<file path="src/rtl/alu_pkg.sv">
// ---------------------------------------------------------------------------
// alu_pkg -- shared types for the accumulator ALU.
//   op_e    : 3-bit operation code driven on alu_acc.op
//   state_e : control state of alu_acc (IDLE / MUL)
// Optional feature macro (used by alu_acc): ALU_ACC_MUL_EN enables the
// sequential multiplier; without it op MUL is a single-cycle NOP.
// ---------------------------------------------------------------------------
package alu_pkg;

    typedef enum logic [2:0] {
        OP_LD  = 3'b000,
        OP_ADD = 3'b001,
        OP_SUB = 3'b010,
        OP_AND = 3'b011,
        OP_OR  = 3'b100,
        OP_XOR = 3'b101,
        OP_SHL = 3'b110,
        OP_MUL = 3'b111
    } op_e;

    typedef enum logic {
        ST_IDLE = 1'b0,
        ST_MUL  = 1'b1
    } state_e;

endpackage

</file>
<file path="src/rtl/mul_seq.sv">
// ---------------------------------------------------------------------------
// mul_seq -- unsigned shift-add multiplier, one partial product per cycle.
// Only instantiated when ALU_ACC_MUL_EN is defined.
// Ports:
//   clk      : clock
//   rst      : synchronous active-low reset (aborts a running multiply)
//   start    : latch a and b and begin; must only be pulsed while idle
//   a, b     : WIDTH-bit multiplicand / multiplier
//   product  : 2*WIDTH-bit result, meaningful while valid is high
//   valid    : high during the last (WIDTH-th) iteration cycle
// The product is presented combinationally on the final iteration so the
// parent can capture it on the same edge that finishes the multiply; this
// keeps the parent's busy window at exactly WIDTH cycles.
// ---------------------------------------------------------------------------
module mul_seq #(
    parameter int WIDTH = 8
) (
    input  logic                 clk,
    input  logic                 rst,
    input  logic                 start,
    input  logic [WIDTH-1:0]     a,
    input  logic [WIDTH-1:0]     b,
    output logic [2*WIDTH-1:0]   product,
    output logic                 valid
);

    localparam int CW = $clog2(WIDTH + 1);

    logic [2*WIDTH-1:0] mcand_reg;
    logic [WIDTH-1:0]   mplier_reg;
    logic [2*WIDTH-1:0] prod_reg;
    logic [CW-1:0]      cnt_reg;
    logic               run_reg;
    logic [2*WIDTH-1:0] prod_next;

    // Add the shifted multiplicand when the current multiplier LSB is set.
    always_comb begin
        prod_next = prod_reg;
        if (mplier_reg[0]) begin
            prod_next = prod_reg + mcand_reg;
        end
    end

    always_ff @(posedge clk) begin
        if (!rst) begin
            mcand_reg  <= '0;
            mplier_reg <= '0;
            prod_reg   <= '0;
            cnt_reg    <= '0;
            run_reg    <= 1'b0;
        end else if (start) begin
            mcand_reg  <= {{WIDTH{1'b0}}, a};
            mplier_reg <= b;
            prod_reg   <= '0;
            cnt_reg    <= '0;
            run_reg    <= 1'b1;
        end else if (run_reg) begin
            prod_reg   <= prod_next;
            mcand_reg  <= mcand_reg << 1;
            mplier_reg <= mplier_reg >> 1;
            cnt_reg    <= cnt_reg + 1'b1;
            if (cnt_reg == CW'(WIDTH - 1)) begin
                run_reg <= 1'b0;
            end
        end
    end

    assign product = prod_next;
    assign valid   = run_reg && (cnt_reg == CW'(WIDTH - 1));

endmodule

</file>
<file path="src/rtl/alu_acc.sv">
// ---------------------------------------------------------------------------
// alu_acc -- accumulator ALU: acc <= acc OP operand, with zero/carry flags.
// Ports:
//   clk     : clock, all state on posedge
//   rst     : synchronous active-low reset (priority over start)
//   start   : execute op on operand this cycle (ignored while busy)
//   op      : alu_pkg::op_e operation code
//   operand : second operand
//   acc     : accumulator
//   busy    : high while a multiply is in progress
//   done    : one-cycle pulse when acc holds a new result (write enable)
//   zf, cf  : zero and carry/borrow flags, held between operations
// Build option: define ALU_ACC_MUL_EN to include the WIDTH-cycle shift-add
// multiplier (mul_seq). Otherwise op MUL is a single-cycle NOP.
// ---------------------------------------------------------------------------
module alu_acc
    import alu_pkg::*;
#(
    parameter int WIDTH = 8
) (
    input  logic             clk,
    input  logic             rst,
    input  logic             start,
    input  op_e              op,
    input  logic [WIDTH-1:0] operand,
    output logic [WIDTH-1:0] acc,
    output logic             busy,
    output logic             done,
    output logic             zf,
    output logic             cf
);

    state_e           state_reg;
    logic [WIDTH-1:0] acc_reg;
    logic             done_reg;
    logic             zf_reg;
    logic             cf_reg;

    logic [WIDTH-1:0] res_next;
    logic             cf_next;
    logic             zf_next;
    logic [WIDTH:0]   add_w;
    logic [WIDTH:0]   sub_w;

    // The extra top bit of the widened difference is the unsigned borrow.
    assign add_w = {1'b0, acc_reg} + {1'b0, operand};
    assign sub_w = {1'b0, acc_reg} - {1'b0, operand};

    always_comb begin
        res_next = acc_reg;
        cf_next  = 1'b0;
        case (op)
            OP_LD:  res_next = operand;
            OP_ADD: begin res_next = add_w[WIDTH-1:0]; cf_next = add_w[WIDTH]; end
            OP_SUB: begin res_next = sub_w[WIDTH-1:0]; cf_next = sub_w[WIDTH]; end
            OP_AND: res_next = acc_reg & operand;
            OP_OR:  res_next = acc_reg | operand;
            OP_XOR: res_next = acc_reg ^ operand;
            OP_SHL: begin res_next = {acc_reg[WIDTH-2:0], 1'b0}; cf_next = acc_reg[WIDTH-1]; end
            OP_MUL: begin res_next = acc_reg; cf_next = cf_reg; end
            default: begin res_next = acc_reg; cf_next = cf_reg; end
        endcase
        // MUL as a single-cycle op (multiplier absent) leaves the flags alone.
        zf_next = (op == OP_MUL) ? zf_reg : (res_next == '0);
    end

`ifdef ALU_ACC_MUL_EN
    logic               mul_start;
    logic [2*WIDTH-1:0] mul_product;
    logic               mul_valid;

    assign mul_start = start && (state_reg == ST_IDLE) && (op == OP_MUL);

    mul_seq #(.WIDTH(WIDTH)) u_mul_seq (
        .clk     (clk),
        .rst     (rst),
        .start   (mul_start),
        .a       (acc_reg),
        .b       (operand),
        .product (mul_product),
        .valid   (mul_valid)
    );
`endif

    always_ff @(posedge clk) begin
        if (!rst) begin
            state_reg <= ST_IDLE;
            acc_reg   <= '0;
            done_reg  <= 1'b0;
            zf_reg    <= 1'b1;
            cf_reg    <= 1'b0;
        end else begin
            done_reg <= 1'b0;
            case (state_reg)
                ST_IDLE: begin
                    if (start) begin
`ifdef ALU_ACC_MUL_EN
                        if (op == OP_MUL) begin
                            state_reg <= ST_MUL;
                        end else
`endif
                        begin
                            acc_reg  <= res_next;
                            cf_reg   <= cf_next;
                            zf_reg   <= zf_next;
                            done_reg <= 1'b1;
                        end
                    end
                end
                ST_MUL: begin
`ifdef ALU_ACC_MUL_EN
                    // acc stays untouched until the final iteration lands.
                    if (mul_valid) begin
                        acc_reg   <= mul_product[WIDTH-1:0];
                        cf_reg    <= |mul_product[2*WIDTH-1:WIDTH];
                        zf_reg    <= (mul_product[WIDTH-1:0] == '0);
                        done_reg  <= 1'b1;
                        state_reg <= ST_IDLE;
                    end
`else
                    state_reg <= ST_IDLE;
`endif
                end
            endcase
        end
    end

    assign acc  = acc_reg;
    assign busy = (state_reg == ST_MUL);
    assign done = done_reg;
    assign zf   = zf_reg;
    assign cf   = cf_reg;

endmodule

</file>
<file path="config.mk">
export PLATFORM = sky130hd
export DESIGN_NAME = alu_acc
export DESIGN_NICKNAME = d
export VERILOG_FILES = /design/src/rtl/alu_pkg.sv /design/src/rtl/mul_seq.sv /design/src/rtl/alu_acc.sv
export SDC_FILE = /design/constraint.sdc
export NUM_CORES = 1
export LEC_CHECK = 0
export ABC_AREA = 1
export BUFFER_PORTS_ARGS = -buffer_cell sky130_fd_sc_hd__buf_2
export CELL_PAD_IN_SITES_DETAIL_PLACEMENT = 0
export CELL_PAD_IN_SITES_GLOBAL_PLACEMENT = 1
export CORE_ASPECT_RATIO = 1.75
export CORE_MARGIN = 2
export CORE_UTILIZATION = 38
export CTS_BUF_LIST = sky130_fd_sc_hd__clkbuf_4
export DETAILED_ROUTE_END_ITERATION = 7
export PLACE_DENSITY_LB_ADDON = 0.3
export SLEW_MARGIN = 10
export SYNTH_ARGS = -nofsm -noshare
export SYNTH_HDL_FRONTEND = slang
export SYNTH_SLANG_ARGS = --single-unit
</file>
<file path="constraint.sdc">
create_clock -name clk -period 3.7 [get_ports clk]
set_input_delay 0.555 -clock clk [delete_from_list [all_inputs] [get_ports clk]]
set_output_delay 0.555 -clock clk [all_outputs]
set_load 0.01 [all_outputs]
</file>
# ---- Yosys cells after proc, flatten, opt, wreduce, memory -nomap -nowiden
# Cells that the tools add are included.
dict set report classes {
  muxes 3
  n_eq_ne 7
  bitwise 4
  n_reduce_logical 3
  n_addsub 2
}
# op count
set ops {}
lappend ops {{$pmux 8 s8} 1}
lappend ops {{$eq 3x3->1 const B} 4}
lappend ops {{$add 8x8->9} 1}
lappend ops {{$sub 8x8->9} 1}
lappend ops {{$and 8x8->8} 1}
lappend ops {{$logic_not 8->1} 1}
lappend ops {{$or 8x8->8} 1}
lappend ops {{$xor 8x8->8} 1}
lappend ops {{$eq 3x2->1 const B} 2}
lappend ops {{$pmux 1 s4} 1}
lappend ops {{$eq 3x1->1 const B} 1}
lappend ops {{$logic_not 3->1} 1}
lappend ops {{$reduce_and 2->1} 1}
lappend ops {{$mux 1} 1}
lappend ops {{$not 1->1} 1}
dict set report word_totals {
  output_inout_bits 12
  elab_cells 23
  ff_bits 11
  input_bits 14
}

# ---- Depth between registers and ports, before layout
dict set report depth {
  ltp_word 3
  mapped_depth 16
  ltp_nobuf 16
}

# ---- Least setup slack after synthesis
# Ideal clock, no wire load.
dict set report synth_timing {
  path_type {input-to-reg}
  startpoint {in operand[0]}
  endpoint {reg zf_reg, in the netlist zf}
  n_path_buf 0
  arrival_ns 1.938
  stages 11
  t_required_ns 3.642
  path_slack_ns 1.704
  setup_time_ns 0.058
  cell_sequence {ha_1 > fa_1 > xnor2_1 > nor2_1 > nor2_1 > nand4_1 > nor2_1 > nand3_1 > nor2_1 > nand2_1 > nand2_1}
}
dict set report synth_via {
  elab_chain_cells 3
  elab_cells_between_ends 7
  cone_classes {2 x add/sub; 1 x mux; 3 x bitwise; 1 x reduce/logical}
}
# item line
set synth_rtl {}
lappend synth_rtl {{from (decl)} alu_acc.sv:25} ;# input logic [WIDTH-1:0] operand,
lappend synth_rtl {{$sub 8x8->9 (tied with other cells)} alu_acc.sv:47} ;# assign sub_w = {1'b0, acc_reg} - {1'b0, operand};
lappend synth_rtl {{$pmux 8 s8 (*)} alu_acc.sv:52} ;# case (op)
lappend synth_rtl {{$logic_not 8->1 (*)} alu_acc.sv:64} ;# zf_next = (op == OP_MUL) ? zf_reg : (res_next == '0);
lappend synth_rtl {{to (signal assigned)} alu_acc.sv:105} ;# zf_reg <= zf_next;
lappend synth_rtl {{to (decl)} alu_acc.sv:36} ;# logic zf_reg;
# Every way passes the cells marked *; elsewhere a longest branch is shown, timed or not.
# A chain may end at the register's enable or synchronous reset.

# ---- Final worst setup path
dict set report layout_timing {
  startpoint {reg acc_reg[2], in the netlist acc[2]}
  endpoint {reg zf_reg, in the netlist zf}
}
dict set report layout_via {
  elab_chain_cells 3
  elab_cells_between_ends 7
  cone_classes {2 x add/sub; 1 x mux; 3 x bitwise; 1 x reduce/logical}
}
# item line
set layout_rtl {}
lappend layout_rtl {{from (decl)} alu_acc.sv:34} ;# logic [WIDTH-1:0] acc_reg;
lappend layout_rtl {{from (signal assigned)} alu_acc.sv:103} ;# acc_reg <= res_next;
lappend layout_rtl {{$sub 8x8->9 (tied with other cells)} alu_acc.sv:47}
lappend layout_rtl {{$pmux 8 s8 (*)} alu_acc.sv:52}
lappend layout_rtl {{$logic_not 8->1 (*)} alu_acc.sv:64}
# Marked as above.

==> flow_metrics.env <==
export IMPL_cts_sinks=11
export IMPL_die_area_um2=5620
export IMPL_cpLargestDelayFamily="simple AND/OR/NAND/NOR gates"
export IMPL_root_buffer="clkbuf_4"
export IMPL_path_cells="inv_1, ha_1, inv_1, a21oi_1, nand2_1, nand2_1, a21oi_1, nor2_1, nor2_1, nor2_1, nor2_1, nand2_1, nand2_1"
export IMPL_outcome="finished clean"
export IMPL_largest_register_ff_count=8
export IMPL_cts_resized=0
export IMPL_synth_nets=379
export IMPL_h_tree_depth=1
export IMPL_vias_per_cell=5.33
export IMPL_combinationalPowerShare_pct=52.5
export IMPL_synth_top_cell_area_share_pct=17.9
export IMPL_clk_insertion_delay_late_ns=0.26
export IMPL_final_area_um2=2050
export IMPL_endpoint_kind="flip-flop"
export IMPL_final_common_cell="nand2_1"
export IMPL_power_density_nw_per_um2=233
export IMPL_wl_um=6070
export IMPL_synth_edf_count=0
export IMPL_path_buf_inv=2
export IMPL_synth_seq_cells=11
export IMPL_cts_tree="done"
export IMPL_worst_pin_slew_ns=0.517
export IMPL_hp_class="flip-flop to flip-flop"
export IMPL_ys_flop_type="dfxtp_1"
export IMPL_fillers=560
export IMPL_gr_total_overflow=0
export IMPL_hold_depth=2
export IMPL_rsz0062_at_grt="no"
export IMPL_finalCriticalPeriod_ns=2.22
export IMPL_post_dp_hpwl_um=4940
export IMPL_die_y_um=97.7
export IMPL_via_count=2168
export IMPL_leakagePower_nw=1.14
export IMPL_firstDrtPassIters=5
export IMPL_rr_worst_depth=13
export IMPL_track_usage_pct=22.5
export IMPL_cap_violations=0
export IMPL_setup_violations=0
export IMPL_path_clk_slew_ns=0.06
export IMPL_diodes=0
export IMPL_core_area_um2=4890
export IMPL_holdBufCountCts=0
export IMPL_cts_buffers=3
export IMPL_antenna_found_initial=0
export IMPL_slew_headroom_pct=65.4
export IMPL_worstPathRequired_ns=3.86
export IMPL_post_drt_wl_per_cell_um=14.9
export IMPL_ir_drop_mv=0.256
export IMPL_ys_top_cells_by_area="nand2_1, ha_1, dfxtp_1, nand3_1, inv_1"
export IMPL_slowest_stage="ha_1"
export IMPL_synth_cell_types=24
export IMPL_clockBufferDepth=2
export IMPL_min_to="cf$_SDFFE_PN0P_"
export IMPL_critPathLaunchType="flip-flop"
export IMPL_synth_largest_area_cell="nand2_1"
export IMPL_r2r_end="zf$_SDFFE_PN1P_"
export IMPL_layout_nets=394
export IMPL_ios=26
export IMPL_hold_viol=0
export IMPL_synth_area_per_cell_um2=5.62
export IMPL_drive_gt1_share_pct=9.35
export IMPL_syn_cell_area_um2=1910
export IMPL_swShare_pct=45.6
export IMPL_synthArstFlopShare_pct=0
export IMPL_die_x_um=57.5
export IMPL_crit_path_max_incr_delay_ns=0.51
export IMPL_worstHoldStart="cf$_SDFFE_PN0P_"
export IMPL_gp_congestion=0.864
export IMPL_yosysSeqAreaShare_pct=11.6
export IMPL_placed_area_um2=2020
export IMPL_maxSlewViolCount=0
export IMPL_fin_tns_setup_ns=0
export IMPL_yosysWarnings=0
export IMPL_drc_errors=0
export IMPL_p_sw_uw=218
export IMPL_clock_skew_ns=0.000425
export IMPL_r2r_start="acc[2]$_SDFFE_PN0P_"
export IMPL_portBuffers=24
export IMPL_r2r_setup_slack_ns=1.48
export IMPL_initial_utilization_pct=39.0
export IMPL_fmax_ghz=0.451
export IMPL_ant_nets=0
export IMPL_area_delta_synth_final_pct=7.75
export IMPL_grt_pass1_vias=2064
export IMPL_holdWs_ns=0.464
export IMPL_period_share_pct=60.0
export IMPL_critPathArrivalTime_ns=2.38
export IMPL_grt_pass1_wl_um=9920
export IMPL_p_int_uw=261
export IMPL_fp_row_count=34
export IMPL_pwr_share_seq_pct=29.7
export IMPL_critPathKind="flip-flop to flip-flop"
export IMPL_synth_cells=339
export IMPL_dr_first_iter_drc_count=83
export IMPL_post_cts_setup_buffers=0
export IMPL_layout_common_cells="nand2_1, inv_1, nor2_1"
export IMPL_pwr_share_clk_pct=17.9
export IMPL_grt_max_degree=25
export IMPL_worstPathMaxFanout=12
## area by class of cell
cell class                 count  area (um^2)  area share (%)
multi-input combinational    263         1420            69.3
sequential                    11          220            10.7
inverter                      51          191            9.32
timing repair buffer          24          120            5.85
tap                           54         67.6            3.29
clock buffer                   4         30.0            1.46
## metrics by stage
stage / utilization [%] / instances / setup WS (ns) / power, mW
2_1_floorplan: - / 339 / 1.70 / 0.323
3_3_place_gp: 41.4 / 403 / 1.25 / 0.394
3_5_place_dp: 41.4 / 403 / 1.27 / 0.394
4_1_cts: 42.0 / 407 / 1.48 / 0.482
5_1_grt: 42.0 / 407 / 1.21 / 0.522
6_report: 42.0 / 407 / 1.48 / 0.479
## cells in the mapped netlist, drive strengths merged, types with 2 or more instances
cell,instances
o22ai,2
clkbuf,4
nand3b,5
buf,10
nand2,91
nand4,23
nand3,37
o21ai,13
dfxtp,11
nor2,41
a21oi,16
fa,2
ha,24
inv,51
nor3,4
## kinds of logic after synthesis
kind of cell	after synthesis	share of synthesized area, %
fa+ha+maj	26	17.9
xor+xnor	1	0.460
buf+inv	65	13.7
flops	11	11.6
compound gates	32	8.67
other cells	1	0.197
simple gates	203	47.5
## worst max-delay path by stage
| stage | from | end | slack, ns | depth (start not counted) |
|---|---|---|---|---|
| finish | acc[2]$_SDFFE_PN0P_ | zf$_SDFFE_PN1P_ | 1.48 | 13 |
| global route | acc[2]$_SDFFE_PN0P_ | acc[7]$_SDFFE_PN0P_ | 1.21 | 13 |
| CTS | acc[2]$_SDFFE_PN0P_ | zf$_SDFFE_PN1P_ | 1.48 | 13 |
| detailed placement | operand[0] | zf$_SDFFE_PN1P_ | 1.27 | 12 |
| global placement | op[2] | zf$_SDFFE_PN1P_ | 1.25 | 11 |
| floorplan | operand[0] | zf$_SDFFE_PN1P_ | 1.70 | 11 |
## power groups by stage
stage          logic (mW)  clock network, mW  registers, mW
2_1_floorplan       0.177                  0          0.146
3_3_place_gp        0.249                  0          0.145
3_5_place_dp        0.249                  0          0.145
4_1_cts             0.250             0.0904          0.142
5_1_grt             0.282             0.0951          0.144
6_report            0.251             0.0855          0.142
## per-layer routing
layer,share of wire (%),vias to the layer above,GRT usage (%)
li1,-,1124,-
met1,40,959,26.3
met2,51,67,39.6
met3,3.3,18,0.799
met4,5.3,0,12.3
met5,0,-,0
## worst min-delay path: cells and delay by family (launching register included)
kind,cells,cell delay (ns)
and+or+nand+nor,1,0.06
DFF,1,0.31
AOI/OAI and AO/OA,1,0.06
Power figures use the tool's default switching activity.
